## src/rtl/router_pkt_rx.sv

```systemverilog
// rtl/router_pkt_rx.sv - router-side packet receiver: parse header, route bytes to destination FIFOs, check parity/length
//
// Ports:
//   clock      in   1         single clock, all state on posedge
//   reset      in   1         asynchronous, active-high; clears all state
//   data_in    in   DATA_W    header / payload / parity byte from source
//   pkt_valid  in   1         high for header+payload bytes, low on the parity byte
//   busy       out  1         byte on data_in is not accepted this cycle (source holds it)
//   error      out  1         one-cycle pulse: parity or length mismatch on finished packet
//   fifo_full  in   NUM_DEST  full flags of destination FIFOs
//   wr_en      out  NUM_DEST  one-hot write strobe to destination FIFO
//   dout       out  DATA_W    write data to destination FIFOs (same as data_in)
//   pkt_done   out  1         one-cycle pulse when any packet (routed or dropped) completes
module router_pkt_rx #(
   parameter int DATA_W   = 8,
   parameter int NUM_DEST = 3
) (
   input  logic                clock,
   input  logic                reset,
   input  logic [DATA_W-1:0]   data_in,
   input  logic                pkt_valid,
   output logic                busy,
   output logic                error,
   input  logic [NUM_DEST-1:0] fifo_full,
   output logic [NUM_DEST-1:0] wr_en,
   output logic [DATA_W-1:0]   dout,
   output logic                pkt_done
);

   localparam int LEN_W = DATA_W - 2;

   typedef enum logic [1:0] {
      IDLE  = 2'd0,
      LOAD  = 2'd1,
      CHECK = 2'd2,
      DROP  = 2'd3
   } state_t;

   state_t            state, state_nxt;
   logic [1:0]        dest, dest_nxt;
   logic [LEN_W-1:0]  len, len_nxt;
   logic [LEN_W-1:0]  cnt, cnt_nxt;
   logic [DATA_W-1:0] par, par_nxt;
   logic              ovf, ovf_nxt;
   logic              err, err_nxt;

   logic [1:0]        addr;
   logic              addr_ok;
   logic              hdr_full;
   logic              dest_full;
   logic              write;
   logic [1:0]        route;

   assign addr    = data_in[1:0];
   assign addr_ok = int'(addr) < NUM_DEST;
   assign dout    = data_in;

   // Full flag of the FIFO addressed by the incoming header and by the latched destination.
   // Addresses beyond NUM_DEST never match, so no out-of-range index is formed.
   always_comb begin
      hdr_full  = 1'b0;
      dest_full = 1'b0;
      for (int d = 0; d < NUM_DEST; d++) begin
         if (addr == d[1:0]) hdr_full  = fifo_full[d];
         if (dest == d[1:0]) dest_full = fifo_full[d];
      end
   end

   always_ff @(posedge clock or posedge reset) begin
      if (reset) begin
         state <= IDLE;
         dest  <= '0;
         len   <= '0;
         cnt   <= '0;
         par   <= '0;
         ovf   <= 1'b0;
         err   <= 1'b0;
      end else begin
         state <= state_nxt;
         dest  <= dest_nxt;
         len   <= len_nxt;
         cnt   <= cnt_nxt;
         par   <= par_nxt;
         ovf   <= ovf_nxt;
         err   <= err_nxt;
      end
   end

   always_comb begin
      state_nxt = state;
      dest_nxt  = dest;
      len_nxt   = len;
      cnt_nxt   = cnt;
      par_nxt   = par;
      ovf_nxt   = ovf;
      err_nxt   = err;
      busy      = 1'b0;
      write     = 1'b0;
      route     = dest;
      unique case (state)
         IDLE: begin
            route = addr;
            if (pkt_valid) begin
               if (!addr_ok) begin
                  state_nxt = DROP;
               end else begin
                  busy = hdr_full;
                  if (!hdr_full) begin
                     write     = 1'b1;
                     dest_nxt  = addr;
                     len_nxt   = data_in[DATA_W-1:2];
                     par_nxt   = data_in;
                     cnt_nxt   = '0;
                     ovf_nxt   = 1'b0;
                     state_nxt = LOAD;
                  end
               end
            end
         end
         LOAD: begin
            busy = dest_full;
            if (!dest_full) begin
               write = 1'b1;
               if (pkt_valid) begin
                  par_nxt = par ^ data_in;
                  // Counter sticks at its maximum; any further payload byte is a length error.
                  if (cnt == {LEN_W{1'b1}}) ovf_nxt = 1'b1;
                  else                      cnt_nxt = cnt + 1'b1;
               end else begin
                  err_nxt   = (data_in != par) || (cnt != len) || ovf;
                  state_nxt = CHECK;
               end
            end
         end
         CHECK: begin
            busy      = 1'b1;
            state_nxt = IDLE;
         end
         DROP: begin
            if (!pkt_valid) begin
               err_nxt   = 1'b0;
               state_nxt = CHECK;
            end
         end
         default: state_nxt = IDLE;
      endcase
   end

   always_comb begin
      wr_en = '0;
      for (int d = 0; d < NUM_DEST; d++) begin
         wr_en[d] = write && (route == d[1:0]);
      end
   end

   assign pkt_done = (state == CHECK);
   assign error    = (state == CHECK) && err;

endmodule

```

## config.mk

```make
export PLATFORM = sky130hd
export DESIGN_NAME = router_pkt_rx
export DESIGN_NICKNAME = d
export VERILOG_FILES = /design/src/rtl/router_pkt_rx.sv
export SDC_FILE = /design/constraint.sdc
export NUM_CORES = 1
export LEC_CHECK = 0
export CORE_MARGIN = 2
export CORE_UTILIZATION = 52
export CTS_CLUSTER_SIZE = 14
export DETAILED_ROUTE_END_ITERATION = 8
export PLACE_DENSITY = 0.79
export SLEW_MARGIN = 20
export SYNTH_ARGS = -nofsm -noshare
export SYNTH_HDL_FRONTEND = slang
export SYNTH_SLANG_ARGS = --single-unit
```

## constraint.sdc

```tcl
create_clock -name clock -period 1.96 [get_ports clock]
set_clock_uncertainty 0.1 [all_clocks]
set_input_delay 0.294 -clock clock [delete_from_list [all_inputs] [get_ports clock]]
set_output_delay 0.294 -clock clock [all_outputs]
set_load 0.005 [all_outputs]
```

==> implementation parameters, run 1 <==
Parameter                              Value

Timing
  Peak Freq ... 0.4633 GHz
  Tightest slew margin relative to the limit ... 0.7755
  Transition time of the tightest slew-check pin ... 336.8 ps
  Final min period ... 2158 ps
  Hold slack final ... 212.0 ps
  Unrepaired setup endpoints after global routing ... true
  Final setup violating endpoints ... 4
  Worst Setup Slack, final ... -198.3 ps
  Final-report max-slew violation count ... 0
  Fin. Hold Viols ... 0
  Final worst-path cycle share ... 1.101
  Final setup TNS ... -705.0 ps

Synthesis
  Total nets after synthesis ... 181
  Number of flops mapped to enable cells by yosys ... 0
  Mean Syn Cell Area ... 9.859 µm²
  Post-Syn Area ... 0.001637 mm²
  Synth Instances ... 166
  Synth area leaders ... dfrtp_1 (40%), mux2i_1 (8.0%), mux2_2 (6.2%), xor2_1 (5.9%), o21ai_0 (4.9%)
  Top-area cell type share of the netlist area ... 0.3976
  Fraction of registers with async set/reset ... 1.000
  Largest area contributor in the synthesized netlist ... dfrtp_1
  Warnings, synthesis ... 0
  Top cells by count, synth ... dfrtp_1 (26), o21ai_0 (16), mux2i_1 (13)
  Sequential share of the synthesized area ... 0.3976
  Number of synthesized register bits ... 26
  Most common cell in the synthesized netlist ... dfrtp_1
  Distinct cell type count of the synthesized netlist ... 41
  Synth Flop Type ... dfrtp_1

Min path
  Worst min-delay path class ... input port to async pin

Placed design
  Half-perimeter wire length after detailed placement ... 2.955 mm
  Routability congestion estimate ... 0.8855
  I/O Buffers ... 27
  Instance area after placement ... 0.002096 mm²

GRT
  Remaining Overflow, GRT ... 0
  Number of global-route vias before repair ... 1533
  Number of antenna violations at the first check in global routing ... 0
  Global-route wire length before repair ... 6.893 mm
  GRT Resource Usage Total ... 0.2561
  Largest net degree at the start of global routing ... 27

Clock network
  Clock net sink count ... 26
  Total number of H-tree levels ... 1
  Cell at the root of the clock tree ... clkbuf_4
  Clock transition time at the flip-flop clock pins of the worst setup and hold paths ... 150 ps
  CTS tree ... yes
  Number of buffers on the longest clock path ... 2
  Number of clock buffers inserted by TritonCTS ... 3
  Hold-fix buffers at CTS ... 0
  Worst skew pair latency ... 320 ps

Critical path
  Data required time of the worst path ... 1570 ps
  CP Class ... register to output port
  CP Data Arrival Time ... 1760 ps
  Startpoint types ... register
  Endpoint type of the worst setup path ... output port
  Length in cells of the worst reg-to-reg path ... 6
  Critical Path Fanout Max ... 4

Cells and area
  Filler instances ... 215
  Post-route standard cell area excluding fillers ... 0.002291 mm²
  Multi-input gate area in the final layout ... 949.7 µm²
  Area delta synth->final ... 39.98%
  Final #Nets ... 241
  Sequential cell area ... 650.6 µm²
  Diode count ... 0
  Layout cell share with drive strength beyond 1 ... 0.3422

Run status
  Result of the run ... finished with violations
  Failing checks ... negative setup slack

Floorplanning
  Die footprint ... 0.003612 mm²
  DIE WIDTH ... 60.10 µm
  Effective utilization at floorplan ... 0.5405
  Total core area ... 0.003028 mm²
  Io pins ... 28
  Y dimension of the die ... 60.10 µm
  Row count ... 20

Pwr
  Total power divided by cell area ... 1302 mW/mm²
  P_leak ... 1.079 nW
  Maximum VDD drop ... 0.6944 mV

Flow run
  Max-cap violations ... 0

Route
  DR WL/cell ... 16.18 µm
  Detailed-route via count ... 1505
  Remaining design rule violation count ... 0
  Number of nets with antenna violations after routing ... 0
  Number of search-and-repair iterations in the first detailed-routing pass ... 4
  Drt total wl ... 4.353 mm
  Detailed Route Iter0 Violations ... 65
  Avg Vias per Cell ... 5.595
[sequential cells by signal, indices dropped and copies added (netlist names)]
| signal | count |
|---|---|
| state | 2 |
| dest | 2 |
| ovf | 1 |
| len | 6 |
| err | 1 |
| cnt | 6 |
| par | 8 |
[critical path, stage by stage, from the launching register on]
cell and delay, ps:
dfrtp_1 430, mux2i_1 280, o21a_1 190, buf_6 120, and2_4 170, o21ai_2 60
nor2_1 90, buf_2 120
[layout make-up]
class                           count  area share
Clock buffer                        4     0.01584
Multi-Input combinational cell    122      0.4145
Sequential cell                    26      0.2840
Tap cell                           44     0.02403
Timing Repair Buffer               69      0.2551
Inverter                            4    0.006554
[cell families after synthesis]
kind of cell	after synthesis	synth area share
DFF	26	0.3976
xor gates and xnor gates	14	0.07493
and+or+nand+nor	44	0.1499
buffers and inverters	18	0.07415
adders and majority gates	1	0.007644
muxes	22	0.1414
AOI/OAI and AO/OA	41	0.1544
[worst paths after layout]
path | startpoint | slack, ps | end
max | dest[1] | -200 | wr_en[0]
min | reset | 210 | par[6]
max reg2reg | dest[1] | 10 | cnt[5]
min reg2reg | err | 430 | err
max in group asynchronous | reset | 1280 | cnt[5]
min in group clock | data_in[0] | 390 | par[0]
[layout by cell type, fill, tap and decap left out, types with 7 or more instances in the layout]
master / instances
a21oi_1: 8
clkdlybuf4s50_1: 18
o21ai_0: 13
nor2_1: 9
mux2_2: 8
dfrtp_1: 26
buf_4: 36
xor2_1: 11
mux2i_1: 11
nand2_1: 7
[routing by layer]
metal | GRT usage | wire, µm | up-vias
li1 | - | - | 710
met1 | 0.3217 | 1770 | 736
met2 | 0.4612 | 2341 | 55
met3 | 0.02165 | 195 | 4
met4 | 0.08254 | 46 | 0
met5 | 0 | 0 | -
[through the flow]
stage / setup slack [ps] / total power [mW] / utilization / instances
after global placement: -501.5 / 2.327 / 0.6921 / 255
after floorplan: 102.8 / 1.795 / - / 166
after global routing: -291.9 / 3.178 / 0.7566 / 269
after CTS: -162.6 / 2.881 / 0.7380 / 268
final: -198.3 / 2.982 / 0.7566 / 269
after detailed placement: -592.5 / 2.408 / 0.6921 / 255
[repair_timing]
item	in CTS	in global routing
endpoints found under the setup margin	13	13
resized for setup	38	13
hold endpoints to repair	0	0
pin swaps	7	8
setup buffers	9	3
gates cloned	0	1
[power breakdown]
| part | switching, mW | leakage, nW | internal (mW) |
|---|---|---|---|
| Sequential | 0.228 | 0.319 | 0.768 |
| Combinational | 0.779 | 0.739 | 0.936 |
| Clock | 0.157 | 0.0210 | 0.114 |
Note: power is estimated with default switching activity, not from simulation.
==> run 2: changes to the inputs <==
--- a/config.mk
+++ b/config.mk
@@ -5,6 +5,7 @@
 export SDC_FILE = /design/constraint.sdc
 export NUM_CORES = 1
 export LEC_CHECK = 0
+export ABC_CLOCK_PERIOD_IN_PS = 1960
 export CORE_MARGIN = 2
 export CORE_UTILIZATION = 52
 export CTS_CLUSTER_SIZE = 14
==> results of run 2 <==
No change in the layout: final DEF, timing and power equal those of run 1.
==> run 3: changes to the inputs <==
--- a/config.mk
+++ b/config.mk
@@ -6,7 +6,6 @@
 export NUM_CORES = 1
 export LEC_CHECK = 0
 export ABC_CLOCK_PERIOD_IN_PS = 1960
-export CORE_MARGIN = 2
 export CORE_UTILIZATION = 52
 export CTS_CLUSTER_SIZE = 14
 export DETAILED_ROUTE_END_ITERATION = 8
==> run 3 against run 2 <==
The flow still finishes with violations (negative setup slack). Final cell count decreased by 0.74%. Hold slack got worse by 31 ps. Via count up 1.5%. Power increased by 5.6%. Sequential share of layout area shrank 0.12 points. Cell area up 0.44%. Highest routed layer unchanged.
==> implementation parameters, run 3 (synthesis gave the netlist of run 1 again) <==
Parameter                              Value

Route
  Detailed Route Iter0 Violations ... 73
  Detailed-route via count ... 1527
  Number of nets with antenna violations after routing ... 0
  Number of search-and-repair iterations in the first detailed-routing pass ... 4
  Avg Vias per Cell ... 5.719
  Drt total wl ... 4.397 mm
  DR WL/cell ... 16.47 µm
  Remaining design rule violation count ... 0

Timing
  Unrepaired setup endpoints after global routing ... true
  Final-report max-slew violation count ... 0
  Final setup violating endpoints ... 6
  Final min period ... 2129 ps
  Worst Setup Slack, final ... -169.0 ps
  Peak Freq ... 0.4697 GHz
  Final setup TNS ... -613.6 ps
  Transition time of the tightest slew-check pin ... 328.8 ps
  Tightest slew margin relative to the limit ... 0.7808
  Fin. Hold Viols ... 0
  Final worst-path cycle share ... 1.086

Floorplanning
  Row count ... 19
  Effective utilization at floorplan ... 0.5689
  Die footprint ... 0.003376 mm²
  Total core area ... 0.002877 mm²
  DIE WIDTH ... 58.10 µm
  Io pins ... 28
  Y dimension of the die ... 58.10 µm

Placed design
  Routability congestion estimate ... 0.8660
  I/O Buffers ... 27
  Half-perimeter wire length after detailed placement ... 2.784 mm
  Instance area after placement ... 0.002078 mm²

Pwr
  P_leak ... 1.076 nW
  Maximum VDD drop ... 0.8222 mV
  Total power divided by cell area ... 1368 mW/mm²
  Post-layout power ... 3.149 mW

Critical path
  Data required time of the worst path ... 1570 ps
  Startpoint types ... register
  Launch instance of the worst register-to-register path ... state[0]
  Startpoint of the most critical setup path ... state[0]
  Endpoint type of the worst setup path ... output port
  Critical Path Fanout Max ... 3
  CP Class ... register to output port
  CP Data Arrival Time ... 1730 ps

Cells and area
  Final #Nets ... 241
  Post-route standard cell area excluding fillers ... 0.002301 mm²
  Largest registers ... par (8), cnt (6), len (6)
  Diode count ... 0
  Area delta synth->final ... 40.60%
  Flip-flop count of the largest register, all copies and words added ... 8
  Most common cell after layout, fill and taps aside ... buf_4
  Highest-count cells in the layout ignoring fill and taps ... buf_4 (35), dfrtp_1 (26), clkdlybuf4s50_1 (19)
  Most flops, register ... par
  Layout cell share with drive strength beyond 1 ... 0.3467

Flow run
  Max-cap violations ... 0

Clock network
  Number of clock buffers inserted by TritonCTS ... 3
  CTS tree ... yes
  Total number of H-tree levels ... 1
  Hold-fix buffers at CTS ... 0
  Cell at the root of the clock tree ... clkbuf_4
  Worst skew pair latency ... 340 ps
  Number of buffers on the longest clock path ... 2
  Clock net sink count ... 26
  Clock transition time at the flip-flop clock pins of the worst setup and hold paths ... 150 ps

Run status
  Failing checks ... negative setup slack
  Result of the run ... finished with violations

GRT
  Global-route wire length before repair ... 6.906 mm
  GRT Resource Usage Total ... 0.2734
  Largest net degree at the start of global routing ... 27
  Number of antenna violations at the first check in global routing ... 0
  Number of global-route vias before repair ... 1479
  Remaining Overflow, GRT ... 0

Min path
  Worst min-delay path class ... input port to async pin
[run 3: area by class of cell]
| type | count | area [µm²] |
|---|---|---|
| tap | 42 | 52.55 |
| multi-input combinational | 122 | 945.9 |
| fill | 184 | 575.6 |
| sequential | 26 | 650.6 |
| clock inverter | 1 | 30.03 |
| clock buffer | 3 | 22.52 |
| timing repair buffer | 69 | 584.3 |
| inverter | 4 | 15.01 |
[run 3: critical path, stage by stage (launching register included)]
cell     delay, ps
dfrtp_1        450
nor2_2         170
buf_6          150
mux2i_2        310
o21ai_4        110
nor2_1         100
buf_2          110
[run 3: where the power goes]
part           total [mW]  internal, mW  switching (mW)
clock network       0.374         0.207           0.167
registers           0.994         0.768           0.227
logic                1.78         0.977           0.804
[run 3: what timing repair did]
| action | in CTS | in global routing |
|---|---|---|
| endpoints found under the setup margin | 12 | 14 |
| gates cloned | 0 | 1 |
| setup buffers | 9 | 3 |
| pin swaps | 10 | 9 |
| gates resized for setup | 38 | 10 |
[run 3: routing by layer]
layer,GRT usage,wire [µm]
met5,0,0
met4,0.1531,139
met3,0.03125,191
met2,0.4499,2209
met1,0.3512,1856
[run 3: per-stage QoR]
stage,std cells,util,worst slack [ps],hold slack (ps)
final,267,0.7999,-169.0,180.8
after global routing,267,0.7999,-250.2,257.9
after CTS,264,0.7773,-167.2,189.6
after detailed placement,251,0.7225,-562.6,390.0
after global placement,251,0.7225,-489.1,376.9
after floorplan,166,-,102.8,234.0
[run 3: path summary, 6_finish.rpt]
path	to	slack, ps	depth (start not counted)
worst max-delay path	wr_en[1]	-170	6
worst min-delay path	len[5]	180	3
worst max register to register	cnt[5]	-20	7
worst min register to register	err	420	2
max in group asynchronous	par[1]	1320	3
min in group clock	err	420	2
